===== src/rtl/fpu_div_pkg.sv =====
// Shared types and helpers for the floating-point divide adapter.
// Operand widths, tag entry layout, adapter state encoding.
package fpu_div_pkg;

    localparam int FPU_EXP_W = 8;
    localparam int FPU_MAN_W = 23;
    localparam int FPU_TAG_W = 4;

    typedef struct packed {
        logic                 dbz;
        logic [FPU_TAG_W-1:0] tag;
    } tag_entry_t;

    typedef enum logic [0:0] {
        ST_DRAIN = 1'b0,
        ST_RUN   = 1'b1
    } state_e;

    // True when exponent and mantissa are all zero; sign is ignored.
    function automatic logic is_zero(
        input logic [63:0] data,
        input int unsigned w
    );
        logic [63:0] mask;
        mask = (64'd1 << (w - 1)) - 64'd1;
        return ~|(data & mask);
    endfunction

endpackage


===== src/rtl/fpu_div_axis_adapter_if.sv =====
// Bundle of operand, core and result streams around the divide adapter.
// slave is the adapter's view, master is the surrounding system's view.
interface fpu_div_axis_adapter_if #(
    parameter int DATA_W = 32,
    parameter int TAG_W  = 4,
    parameter int CNT_W  = 6
);
    import fpu_div_pkg::*;

    logic [DATA_W-1:0] s_axis_a_tdata;
    logic [TAG_W-1:0]  s_axis_a_tuser;
    logic              s_axis_a_tvalid;
    logic              s_axis_a_tready;
    logic [DATA_W-1:0] s_axis_b_tdata;
    logic              s_axis_b_tvalid;
    logic              s_axis_b_tready;
    logic [DATA_W-1:0] core_a_tdata;
    logic [DATA_W-1:0] core_b_tdata;
    logic              core_ab_tvalid;
    logic [DATA_W-1:0] core_result_tdata;
    logic              core_result_tvalid;
    logic [DATA_W-1:0] m_axis_result_tdata;
    logic [TAG_W:0]    m_axis_result_tuser;
    logic              m_axis_result_tvalid;
    logic              m_axis_result_tready;
    logic [CNT_W-1:0]  inflight;
    logic              proto_err;

    modport slave (
        input  s_axis_a_tdata, s_axis_a_tuser, s_axis_a_tvalid,
        input  s_axis_b_tdata, s_axis_b_tvalid,
        input  core_result_tdata, core_result_tvalid,
        input  m_axis_result_tready,
        output s_axis_a_tready, s_axis_b_tready,
        output core_a_tdata, core_b_tdata, core_ab_tvalid,
        output m_axis_result_tdata, m_axis_result_tuser,
        output m_axis_result_tvalid,
        output inflight, proto_err
    );

    modport master (
        output s_axis_a_tdata, s_axis_a_tuser, s_axis_a_tvalid,
        output s_axis_b_tdata, s_axis_b_tvalid,
        output core_result_tdata, core_result_tvalid,
        output m_axis_result_tready,
        input  s_axis_a_tready, s_axis_b_tready,
        input  core_a_tdata, core_b_tdata, core_ab_tvalid,
        input  m_axis_result_tdata, m_axis_result_tuser,
        input  m_axis_result_tvalid,
        input  inflight, proto_err
    );

endinterface


===== src/rtl/fpu_div_sync_fifo.sv =====
// Single-clock FIFO with first-word fall-through head and occupancy count.
// Pointers wrap at DEPTH so non-power-of-two depths work.
module fpu_div_sync_fifo
    import fpu_div_pkg::*;
#(
    parameter int WIDTH = 8,
    parameter int DEPTH = 4,
    parameter int CW    = $clog2(DEPTH + 1)
) (
    input  logic             clk,
    input  logic             rst,
    input  logic             push,
    input  logic [WIDTH-1:0] wdata,
    input  logic             pop,
    output logic [WIDTH-1:0] rdata,
    output logic             full,
    output logic             empty,
    output logic [CW-1:0]    count
);

    localparam int PW = (DEPTH > 1) ? $clog2(DEPTH) : 1;

    logic [WIDTH-1:0] mem [DEPTH];
    logic [PW-1:0]    wr_ptr;
    logic [PW-1:0]    rd_ptr;
    logic             do_push;
    logic             do_pop;

    assign full    = (count == CW'(DEPTH));
    assign empty   = (count == '0);
    assign do_push = push & ~full;
    assign do_pop  = pop & ~empty;
    assign rdata   = mem[rd_ptr];

    // Storage array; contents need no reset since count gates visibility.
    always_ff @(posedge clk) begin
        if (do_push) begin
            mem[wr_ptr] <= wdata;
        end
    end

    // Pointer and occupancy bookkeeping.
    always_ff @(posedge clk or posedge rst) begin
        if (rst) begin
            wr_ptr <= '0;
            rd_ptr <= '0;
            count  <= '0;
        end else begin
            if (do_push) begin
                wr_ptr <= (wr_ptr == PW'(DEPTH - 1)) ? '0 : wr_ptr + 1'b1;
            end
            if (do_pop) begin
                rd_ptr <= (rd_ptr == PW'(DEPTH - 1)) ? '0 : rd_ptr + 1'b1;
            end
            case ({do_push, do_pop})
                2'b10:   count <= count + 1'b1;
                2'b01:   count <= count - 1'b1;
                default: ;
            endcase
        end
    end

endmodule


===== src/rtl/fpu_div_axis_adapter.sv =====
// AXI-Stream front end for a fixed-latency, non-stallable divide core.
// Credits bound outstanding work so core results always have a slot.
module fpu_div_axis_adapter
    import fpu_div_pkg::*;
#(
    parameter int EXP_W      = FPU_EXP_W,
    parameter int MAN_W      = FPU_MAN_W,
    parameter int TAG_W      = 4,
    parameter int LATENCY    = 28,
    parameter int FIFO_DEPTH = 32
) (
    input logic                  aclk,
    input logic                  areset,
    fpu_div_axis_adapter_if.slave bus
);

    localparam int DATA_W = 1 + EXP_W + MAN_W;
    localparam int TE_W   = TAG_W + 1;
    localparam int RES_W  = DATA_W + TE_W;
    localparam int CNT_W  = $clog2(FIFO_DEPTH + 1);
    localparam int DRN_W  = $clog2(LATENCY + 2);

    localparam logic [0:0] DRAIN = ST_DRAIN;
    localparam logic [0:0] RUN   = ST_RUN;

    typedef struct packed {
        logic             dbz;
        logic [TAG_W-1:0] tag;
    } tag_ent_t;

    logic [0:0]       state;
    logic [DRN_W-1:0] drain_cnt;
    logic [CNT_W-1:0] credits;
    logic [CNT_W-1:0] inflight;
    logic             run;
    logic             has_credit;
    logic             fire;
    logic             m_hs;
    logic             res_in;

    tag_ent_t         tag_wdata;
    tag_ent_t         tag_head;
    logic             tag_full;
    logic             tag_empty;
    logic [CNT_W-1:0] tag_count;

    logic [RES_W-1:0] res_rdata;
    logic             res_push;
    logic             res_full;
    logic             res_empty;
    logic [CNT_W-1:0] res_count;

    assign run        = (state == RUN);
    assign has_credit = (credits != '0);
    assign fire       = run & has_credit
                      & bus.s_axis_a_tvalid & bus.s_axis_b_tvalid;
    assign m_hs       = bus.m_axis_result_tvalid
                      & bus.m_axis_result_tready;
    assign res_in     = run & bus.core_result_tvalid;
    assign res_push   = res_in & ~tag_empty;
    assign inflight   = CNT_W'(FIFO_DEPTH) - credits;

    assign bus.s_axis_a_tready = run & has_credit & bus.s_axis_b_tvalid;
    assign bus.s_axis_b_tready = run & has_credit & bus.s_axis_a_tvalid;
    assign bus.inflight        = inflight;

    assign tag_wdata.dbz = is_zero(64'(bus.s_axis_b_tdata), DATA_W);
    assign tag_wdata.tag = bus.s_axis_a_tuser;

    // Hold off operand acceptance until stale core results have drained.
    always_ff @(posedge aclk or posedge areset) begin
        if (areset) begin
            state     <= DRAIN;
            drain_cnt <= DRN_W'(LATENCY + 1);
        end else if (state == DRAIN) begin
            if (drain_cnt == '0) begin
                state <= RUN;
            end else begin
                drain_cnt <= drain_cnt - 1'b1;
            end
        end
    end

    // Register operands toward the core with a single-cycle valid.
    always_ff @(posedge aclk or posedge areset) begin
        if (areset) begin
            bus.core_a_tdata   <= '0;
            bus.core_b_tdata   <= '0;
            bus.core_ab_tvalid <= 1'b0;
        end else begin
            bus.core_ab_tvalid <= fire;
            if (fire) begin
                bus.core_a_tdata <= bus.s_axis_a_tdata;
                bus.core_b_tdata <= bus.s_axis_b_tdata;
            end
        end
    end

    // One credit per result slot; returned when the result leaves.
    always_ff @(posedge aclk or posedge areset) begin
        if (areset) begin
            credits <= CNT_W'(FIFO_DEPTH);
        end else begin
            case ({fire, m_hs})
                2'b10:   credits <= credits - 1'b1;
                2'b01:   credits <= credits + 1'b1;
                default: ;
            endcase
        end
    end

    // Latch a core result that arrives with no matching tag.
    always_ff @(posedge aclk or posedge areset) begin
        if (areset) begin
            bus.proto_err <= 1'b0;
        end else if (res_in && tag_empty) begin
            bus.proto_err <= 1'b1;
        end
    end

    fpu_div_sync_fifo #(
        .WIDTH (TE_W),
        .DEPTH (FIFO_DEPTH),
        .CW    (CNT_W)
    ) u_tag_fifo (
        .clk   (aclk),
        .rst   (areset),
        .push  (fire),
        .wdata (tag_wdata),
        .pop   (res_push),
        .rdata (tag_head),
        .full  (tag_full),
        .empty (tag_empty),
        .count (tag_count)
    );

    fpu_div_sync_fifo #(
        .WIDTH (RES_W),
        .DEPTH (FIFO_DEPTH),
        .CW    (CNT_W)
    ) u_res_fifo (
        .clk   (aclk),
        .rst   (areset),
        .push  (res_push),
        .wdata ({bus.core_result_tdata, tag_head}),
        .pop   (m_hs),
        .rdata (res_rdata),
        .full  (res_full),
        .empty (res_empty),
        .count (res_count)
    );

    assign bus.m_axis_result_tvalid = ~res_empty;
    assign bus.m_axis_result_tdata  = res_rdata[TE_W +: DATA_W];
    assign bus.m_axis_result_tuser  = res_rdata[TE_W-1:0];

    a_res_no_overflow : assert property (
        @(posedge aclk) disable iff (areset)
        !(res_push && res_full)
    );

    a_tag_no_overflow : assert property (
        @(posedge aclk) disable iff (areset)
        !(fire && tag_full)
    );

    a_credit_balance : assert property (
        @(posedge aclk) disable iff (areset)
        ({1'b0, tag_count} + {1'b0, res_count}) == {1'b0, inflight}
    );

endmodule

===== src/flat_wrapper.sv =====
// flat-port wrapper written by rule: the top's interface ports become plain ports
module fpu_div_axis_adapter_flat import fpu_div_pkg::*;
#(
    parameter int EXP_W      = FPU_EXP_W,
    parameter int MAN_W      = FPU_MAN_W,
    parameter int TAG_W      = 4,
    parameter int LATENCY    = 28,
    parameter int FIFO_DEPTH = 32
)
  (aclk, areset, bus_s_axis_a_tdata, bus_s_axis_a_tuser, bus_s_axis_a_tvalid, bus_s_axis_b_tdata, bus_s_axis_b_tvalid, bus_core_result_tdata, bus_core_result_tvalid, bus_m_axis_result_tready, bus_s_axis_a_tready, bus_s_axis_b_tready, bus_core_a_tdata, bus_core_b_tdata, bus_core_ab_tvalid, bus_m_axis_result_tdata, bus_m_axis_result_tuser, bus_m_axis_result_tvalid, bus_inflight, bus_proto_err);
  fpu_div_axis_adapter_if #(.TAG_W(TAG_W)) bus_i ();
  input logic aclk;
  input logic areset;
  input wire logic [$bits(bus_i.s_axis_a_tdata)-1:0] bus_s_axis_a_tdata;
  input wire logic [$bits(bus_i.s_axis_a_tuser)-1:0] bus_s_axis_a_tuser;
  input wire logic [$bits(bus_i.s_axis_a_tvalid)-1:0] bus_s_axis_a_tvalid;
  input wire logic [$bits(bus_i.s_axis_b_tdata)-1:0] bus_s_axis_b_tdata;
  input wire logic [$bits(bus_i.s_axis_b_tvalid)-1:0] bus_s_axis_b_tvalid;
  input wire logic [$bits(bus_i.core_result_tdata)-1:0] bus_core_result_tdata;
  input wire logic [$bits(bus_i.core_result_tvalid)-1:0] bus_core_result_tvalid;
  input wire logic [$bits(bus_i.m_axis_result_tready)-1:0] bus_m_axis_result_tready;
  output wire logic [$bits(bus_i.s_axis_a_tready)-1:0] bus_s_axis_a_tready;
  output wire logic [$bits(bus_i.s_axis_b_tready)-1:0] bus_s_axis_b_tready;
  output wire logic [$bits(bus_i.core_a_tdata)-1:0] bus_core_a_tdata;
  output wire logic [$bits(bus_i.core_b_tdata)-1:0] bus_core_b_tdata;
  output wire logic [$bits(bus_i.core_ab_tvalid)-1:0] bus_core_ab_tvalid;
  output wire logic [$bits(bus_i.m_axis_result_tdata)-1:0] bus_m_axis_result_tdata;
  output wire logic [$bits(bus_i.m_axis_result_tuser)-1:0] bus_m_axis_result_tuser;
  output wire logic [$bits(bus_i.m_axis_result_tvalid)-1:0] bus_m_axis_result_tvalid;
  output wire logic [$bits(bus_i.inflight)-1:0] bus_inflight;
  output wire logic [$bits(bus_i.proto_err)-1:0] bus_proto_err;
  assign bus_i.s_axis_a_tdata = bus_s_axis_a_tdata;
  assign bus_i.s_axis_a_tuser = bus_s_axis_a_tuser;
  assign bus_i.s_axis_a_tvalid = bus_s_axis_a_tvalid;
  assign bus_i.s_axis_b_tdata = bus_s_axis_b_tdata;
  assign bus_i.s_axis_b_tvalid = bus_s_axis_b_tvalid;
  assign bus_i.core_result_tdata = bus_core_result_tdata;
  assign bus_i.core_result_tvalid = bus_core_result_tvalid;
  assign bus_i.m_axis_result_tready = bus_m_axis_result_tready;
  assign bus_s_axis_a_tready = bus_i.s_axis_a_tready;
  assign bus_s_axis_b_tready = bus_i.s_axis_b_tready;
  assign bus_core_a_tdata = bus_i.core_a_tdata;
  assign bus_core_b_tdata = bus_i.core_b_tdata;
  assign bus_core_ab_tvalid = bus_i.core_ab_tvalid;
  assign bus_m_axis_result_tdata = bus_i.m_axis_result_tdata;
  assign bus_m_axis_result_tuser = bus_i.m_axis_result_tuser;
  assign bus_m_axis_result_tvalid = bus_i.m_axis_result_tvalid;
  assign bus_inflight = bus_i.inflight;
  assign bus_proto_err = bus_i.proto_err;
  fpu_div_axis_adapter #(.EXP_W(EXP_W), .MAN_W(MAN_W), .TAG_W(TAG_W), .LATENCY(LATENCY), .FIFO_DEPTH(FIFO_DEPTH)) u_core (.aclk(aclk), .areset(areset), .bus(bus_i));
endmodule

===== config.mk =====
export PLATFORM = sky130hd
export DESIGN_NAME = fpu_div_axis_adapter_flat
export DESIGN_NICKNAME = d
export VERILOG_FILES = /design/src/rtl/fpu_div_pkg.sv /design/src/rtl/fpu_div_axis_adapter_if.sv /design/src/rtl/fpu_div_sync_fifo.sv /design/src/rtl/fpu_div_axis_adapter.sv /design/src/flat_wrapper.sv
export SDC_FILE = /design/constraint.sdc
export NUM_CORES = 1
export LEC_CHECK = 0
export CORE_UTILIZATION = 35
export CTS_BUF_LIST = sky130_fd_sc_hd__clkbuf_4
export CTS_CLUSTER_SIZE = 28
export DETAILED_ROUTE_END_ITERATION = 10
export MAX_ROUTING_LAYER = met4
export PLACE_DENSITY = 0.51
export SLEW_MARGIN = 20
export SYNTH_ARGS = -nofsm -noshare
export SYNTH_HDL_FRONTEND = slang
export SYNTH_SLANG_ARGS = --single-unit

===== constraint.sdc =====
create_clock -name aclk -period 8.4 [get_ports aclk]
set_clock_uncertainty 0.2 [all_clocks]
set_input_delay 2.1 -clock aclk [delete_from_list [all_inputs] [get_ports aclk]]
set_output_delay 2.1 -clock aclk [all_outputs]
set_load 0.02 [all_outputs]

==> flow_summary.yaml, run 1 <==
drt:
  vias_per_cell: 5.13
  drt_wl_total_um: 149000
  first_pass_iters: 10
  num_vias: 30423
  routedWlPerCell_um: 25.1
  postRouteAntennaNets: 0
  drc: 3
  drt_iter0_markers: 2341
yosys:
  ys_seq_area_frac: 0.761
  async_flop_share: 0.0757
  syn_inst: 2952
  synth_area_um2: 56700
  synth_warnings: 0
  synth_enable_flop_cells: 1344
  synth.area.mux_share: 0.141
  synth_largest_area_cell: "edfxtp_1"
  synthTopCellsByCount: "1344 x edfxtp_1, 358 x mux2i_1, 242 x a22oi_1"
  synth.net_count: 3089
  yosysMostFrequentCell: "edfxtp_1"
  synth_top_family_by_area: "multiplexers"
  netlist.area_leader.share: 0.712
  ys_types: 68
  synth_area_leaders: "edfxtp_1 71%, mux2i_1 6.3%, mux4_2 6.3%"
  syn_area_per_cell_um2: 19.2
  synth_compound_area_frac: 0.0406
  ys_seq_elements: 1454
  synth_adder_area_share: 0.00711
  synth_xor_area_frac: 0.00324
  yosys.area_share.simple: 0.0340
  ys.flop_type: "edfxtp_1"
setup_path:
  worst_setup_path_start_kind: "flop"
  worstRegToRegCells: 15
  worstPathArrival_ns: 4.79
  path_max_fanout: 63
  path_class: "flop to primary output"
  worst_ep_required_time_ns: 6.10
  worstSetupEndpointType: "primary output"
global_route:
  overflow: 0
  first_global_vias: 31784
  grt_pass1_wl_um: 215000
  grt_antenna_before_repair: 7
  grt_usage: 0.187
  grt_max_degree: 95
timing:
  setup_violations: 0
  min_period_ns: 7.09
  period_share: 0.844
  slew_violations: 0
  fin_setup_tns_ns: 0
  rsz0062_at_grt: "no"
  hold_viol: 0
  worst_pin_slew_ns: 1.14
  max_slew_margin: 0.240
  finalHoldWorstSlack_ns: 0.256
  fmax_ghz: 0.141
floorplanning:
  ios: 218
  num_rows: 147
  design.die.area_um2: 164000
  die_w_um: 404
  dieHeight_um: 404
  initial_core_util: 0.353
  coreArea_um2: 161000
clocking:
  clk_pin_slew_ns: 0.07
  holdBufCountCts: 0
  cts_buffers: 400
  htreeDepth: 5
  cts_num_sinks: 1454
  clock_latency_ns: 1.33
  cts_tree: "yes"
  cts_resized: 0
  ctsLongestPathBuffers: 4
  cts_root_buf: "clkbuf_4"
  cts_setup_buffers: 0
placement:
  numPortBuffers: 217
  place_hpwl_um: 80200
  dpl-instance-area_um2: 61800
  gp_congestion: 0.756
min_path:
  hold_class: "flop to flop"
  hold_depth: 1
layout:
  layout-drive-gt1-share: 0.265
  layout.nets: 3622
  fin_area_um2: 66600
  syn_to_final_growth_pct: 17.6
run_status:
  violations: "design-rule violations"
  run_status: "finished, violations left"
run:
  max-cap-violations: 0
power:
  power.leakage_uw: 0.0223
  ir_drop_uv: 272
  power_density_nw_per_um2: 324
-- final timing paths --
| check | start | end | slack, ns |
|---|---|---|---|
| worst max-delay path | u_core.u_res_fifo.rd_ptr[2] | bus_m_axis_result_tuser[2] | 1.31 |
| worst min-delay path | u_core.bus.proto_err | u_core.bus.proto_err | 0.26 |
| worst max register to register | u_core.credits[0] | u_core.u_tag_fifo.count[4] | 4.05 |
| worst min register to register | u_core.bus.proto_err | u_core.bus.proto_err | 0.26 |
| max in group asynchronous | areset | u_core.u_res_fifo.rd_ptr[0] | 5.80 |
| min in group asynchronous | areset | u_core.bus.core_a_tdata[3] | 0.93 |
-- cells in the final DEF (no fill, tap or decap), types with 29 or more instances in the layout --
master           synthesis  routed
nor2_4                   0      36
clkinv_1                 0      84
nand3_1                104     104
ha_1                    29      29
mux4_2                 158     158
mux2i_1                358     358
clkdlybuf4s50_1          0     198
nand4_1                 44      44
a22oi_1                242     242
clkbuf_4                 0     575
nand2_1                 35      35
mux2_2                  71      71
nor2_1                  85      49
edfxtp_1              1344    1344
dfrtp_1                105     102
buf_4                    4      61
-- metal layers --
layer / global-route usage / part of all wire / vias up
met5: - / 0 / -
met4: 0.0583 / 0.020 / 0
met3: 0.0528 / 0.073 / 239
met2: 0.291 / 0.48 / 1107
met1: 0.237 / 0.43 / 15664
li1: - / - / 13413
-- registers in the layout, indices dropped and copies added (netlist names) --
| name | count |
|---|---|
| u_core.credits | 6 |
| u_core.bus.core_ab_tvalid | 1 |
| u_core.drain_cnt | 5 |
| u_core.u_res_fifo.wr_ptr | 5 |
| u_core.bus.core_b_tdata | 32 |
| u_core.u_tag_fifo.count | 6 |
| u_core.u_tag_fifo.mem | 160 |
| u_core.u_res_fifo.rd_ptr | 5 |
| u_core.bus.proto_err | 1 |
| u_core.u_res_fifo.count | 6 |
| u_core.bus.core_a_tdata | 32 |
| u_core.u_res_fifo.mem | 1184 |
| u_core.u_tag_fifo.wr_ptr | 5 |
| u_core.u_tag_fifo.rd_ptr | 5 |
| u_core.run | 1 |
-- power breakdown --
group          internal (uW)  switching (uW)
clock                   3250            2910
sequential              8710             405
combinational           2540            3800
-- stage by stage --
| stage | utilization | setup slack (ns) | instances | total power (uW) |
|---|---|---|---|---|
| detailed placement | 0.385 | 2.49 | 5243 | 15700 |
| global route | 0.415 | 1.10 | 5932 | 22700 |
| floorplan | - | 3.21 | 2952 | 13100 |
| CTS | 0.415 | 1.14 | 5928 | 21900 |
| finish | 0.415 | 1.31 | 5936 | 21600 |
| global placement | 0.384 | 2.44 | 5240 | 15700 |
-- worst max-delay path, cell delays in order, from the launching register on --
cell and delay, ns:
dfrtp_4 0.83, and2_4 1.01, buf_4 0.41, a22oi_1 0.11, nand3_1 0.12, nand4_1 0.35
clkdlybuf4s50_1 0.66
-- layout make-up --
cell class,instances,area [um^2]
diodes,8,20.0
clock buffers,575,4320
clock inverters,110,539
fillers,14534,94100
inverters,22,85.1
multi-input cells,1317,13100
flip-flops and latches,1454,43100
well taps,2160,2700
repair buffers,290,2770
-- kinds of logic after synthesis --
family,Yosys count
XOR/XNOR,21
adder cells (fa/ha/maj),31
multiplexers,589
AO/OA/AOI/OAI,313
AND/OR/NAND/NOR,363
flip-flops,1454
buffers and inverters,181
Note: power is estimated with default switching activity, not from simulation.
==> run 2, diff against run 1 <==
PLACE_DENSITY = 0.53   (was 0.51)
clock period = 6.5 ns   (was 8.4 ns; I/O delays follow)
==> run 2 against run 1 <==
  * The run now ends clean
  * Final area up 0.61%
  * Count of clock-buffer cells in the layout up 16
  * First-iteration DRC count down 5.7%
  * Sequential power up 30%
  * Sequential cell count unchanged
  * Combinational power up 33%
  * Final cell count up 0.37%
  * Via count up 1.3%
  * Highest routed layer unchanged
  * Hold slack better by 0.0099 ns
  * Routed wire length up 1.6%
==> flow_summary.yaml, run 2 (synthesis gave the netlist of run 1 again) <==
run_status:
  run_status: "completed"
placement:
  numPortBuffers: 217
  place_hpwl_um: 81700
  gp_congestion: 0.763
  dpl_worst_slack_ns: 1.30
global_route:
  grt_usage: 0.190
  overflow: 0
  first_global_vias: 31962
  grt_antenna_before_repair: 12
  grt_pass1_wl_um: 217000
  grt_max_degree: 75
setup_path:
  worst-path-buf-inv: 2
  worstPathArrival_ns: 4.47
  path_max_fanout: 20
  slowest_stage: "and3_2"
  crit_family: "buffers and inverters"
  worstSetupEndpointType: "primary output"
  path_class: "flop to primary output"
  path_cells: "and3_2 -> buf_4 -> a22oi_1 -> nand4_1 -> clkdlybuf4s50_1"
  max_stage_delay_ns: 0.86
  worst_ep_required_time_ns: 4.68
  worst_setup_path_start_kind: "flop"
clocking:
  holdBufCountCts: 0
  htreeDepth: 5
  clk_pin_slew_ns: 0.07
  ctsLongestPathBuffers: 4
  cts_root_buf: "clkbuf_4"
  cts_buffers: 396
  cts_tree: "yes"
  clock_latency_ns: 1.31
  cts_num_sinks: 1454
floorplanning:
  design.die.area_um2: 164000
  dieHeight_um: 404
  die_w_um: 404
  num_rows: 147
  coreArea_um2: 161000
  initial_core_util: 0.353
  ios: 218
timing:
  finalHoldWorstSlack_ns: 0.266
  worst_pin_slew_ns: 1.12
  hold_viol: 0
  fin_setup_tns_ns: 0
  setup_violations: 0
  fmax_ghz: 0.159
  period_share: 0.969
  min_period_ns: 6.30
  layout_setup_ws_ns: 0.202
  max_slew_margin: 0.253
  slew_violations: 0
power:
  power_density_nw_per_um2: 419
  power_frac_comb: 0.301
  power.leakage_uw: 0.0225
  ir_drop_uv: 339
  p_seq_frac: 0.419
  p_int_uw: 18800
  clkPwrFrac: 0.280
  p_sw_uw: 9250
  power_uw: 28100
  swShare: 0.329
layout:
  n_fill_cell: 14498
  seqCellArea_um2: 43100
  largest_reg_flops: 1184
  layout.nets: 3654
  layout_common_cells: "1344 x edfxtp_1, 591 x clkbuf_4, 358 x mux2i_1"
  multi_input_area_um2: 13100
  reg_top3: "u_core.u_res_fifo.mem x1184, u_core.u_tag_fifo.mem x160"
  syn_to_final_growth_pct: 18.3
  mostFrequentLayoutCell: "edfxtp_1"
  top_register: "u_core.u_res_fifo.mem"
  layout-drive-gt1-share: 0.274
drt:
  drt_wl_total_um: 152000
  num_vias: 30810
  first_pass_iters: 5
  drc: 0
  routedWlPerCell_um: 25.4
  vias_per_cell: 5.17
  drt_iter0_markers: 2207
  postRouteAntennaNets: 0
run:
  max-cap-violations: 0
min_path:
  hold_class: "flop to flop"
-- run 2: final cells by class --
cell class / count / share of cell area
multi-input cells: 1317 / 0.195
inverters: 22 / 0.00127
well taps: 2160 / 0.0403
flip-flops and latches: 1454 / 0.643
repair buffers: 326 / 0.0485
diodes: 7 / 0.000261
clock buffers: 591 / 0.0662
clock inverters: 81 / 0.00524
-- run 2: per-stage QoR --
| step | instances | instance area [um^2] | utilization |
|---|---|---|---|
| floorplan | 2952 | 56700 | - |
| global placement | 5273 | 62200 | 0.387 |
| detailed placement | 5273 | 62200 | 0.387 |
| CTS | 5950 | 67100 | 0.417 |
| global route | 5956 | 67100 | 0.417 |
| finish | 5958 | 67100 | 0.417 |
-- run 2: per-layer routing --
layer | share of wire | global-route usage
met1 | 0.43 | 0.245
met2 | 0.48 | 0.293
met3 | 0.071 | 0.0480
met4 | 0.022 | 0.0621
met5 | 0 | -
-- run 2: final timing paths --
| check | slack, ns | startpoint | to | depth (start not counted) |
|---|---|---|---|---|
| max | 0.20 | u_core.u_res_fifo.rd_ptr[4] | bus_m_axis_result_tdata[5] | 5 |
| min | 0.27 | u_core.bus.proto_err | u_core.bus.proto_err | 1 |
| max reg2reg | 2.60 | u_core.u_res_fifo.count[0] | u_core.credits[5] | 10 |
| min reg2reg | 0.27 | u_core.bus.proto_err | u_core.bus.proto_err | 1 |
| max in group asynchronous | 4.39 | areset | u_core.drain_cnt[4] | 3 |
| min in group asynchronous | 0.66 | areset | u_core.bus.core_b_tdata[27] | 2 |
-- run 2: power by group through the flow --
| stage | Sequential, uW | Clock (uW) | Combinational (uW) |
|---|---|---|---|
| floorplan | 11800 | 0 | 5100 |
| finish | 11800 | 7870 | 8460 |
| detailed placement | 12000 | 0 | 8430 |
| global placement | 12000 | 0 | 8410 |
| global route | 11800 | 8610 | 8990 |
| CTS | 11800 | 8120 | 8520 |
-- run 2: what timing repair did --
action                                  in CTS  in global routing
buffers inserted                             5                  1
endpoints found under the setup margin      12                  1
resized for setup                            3                  0
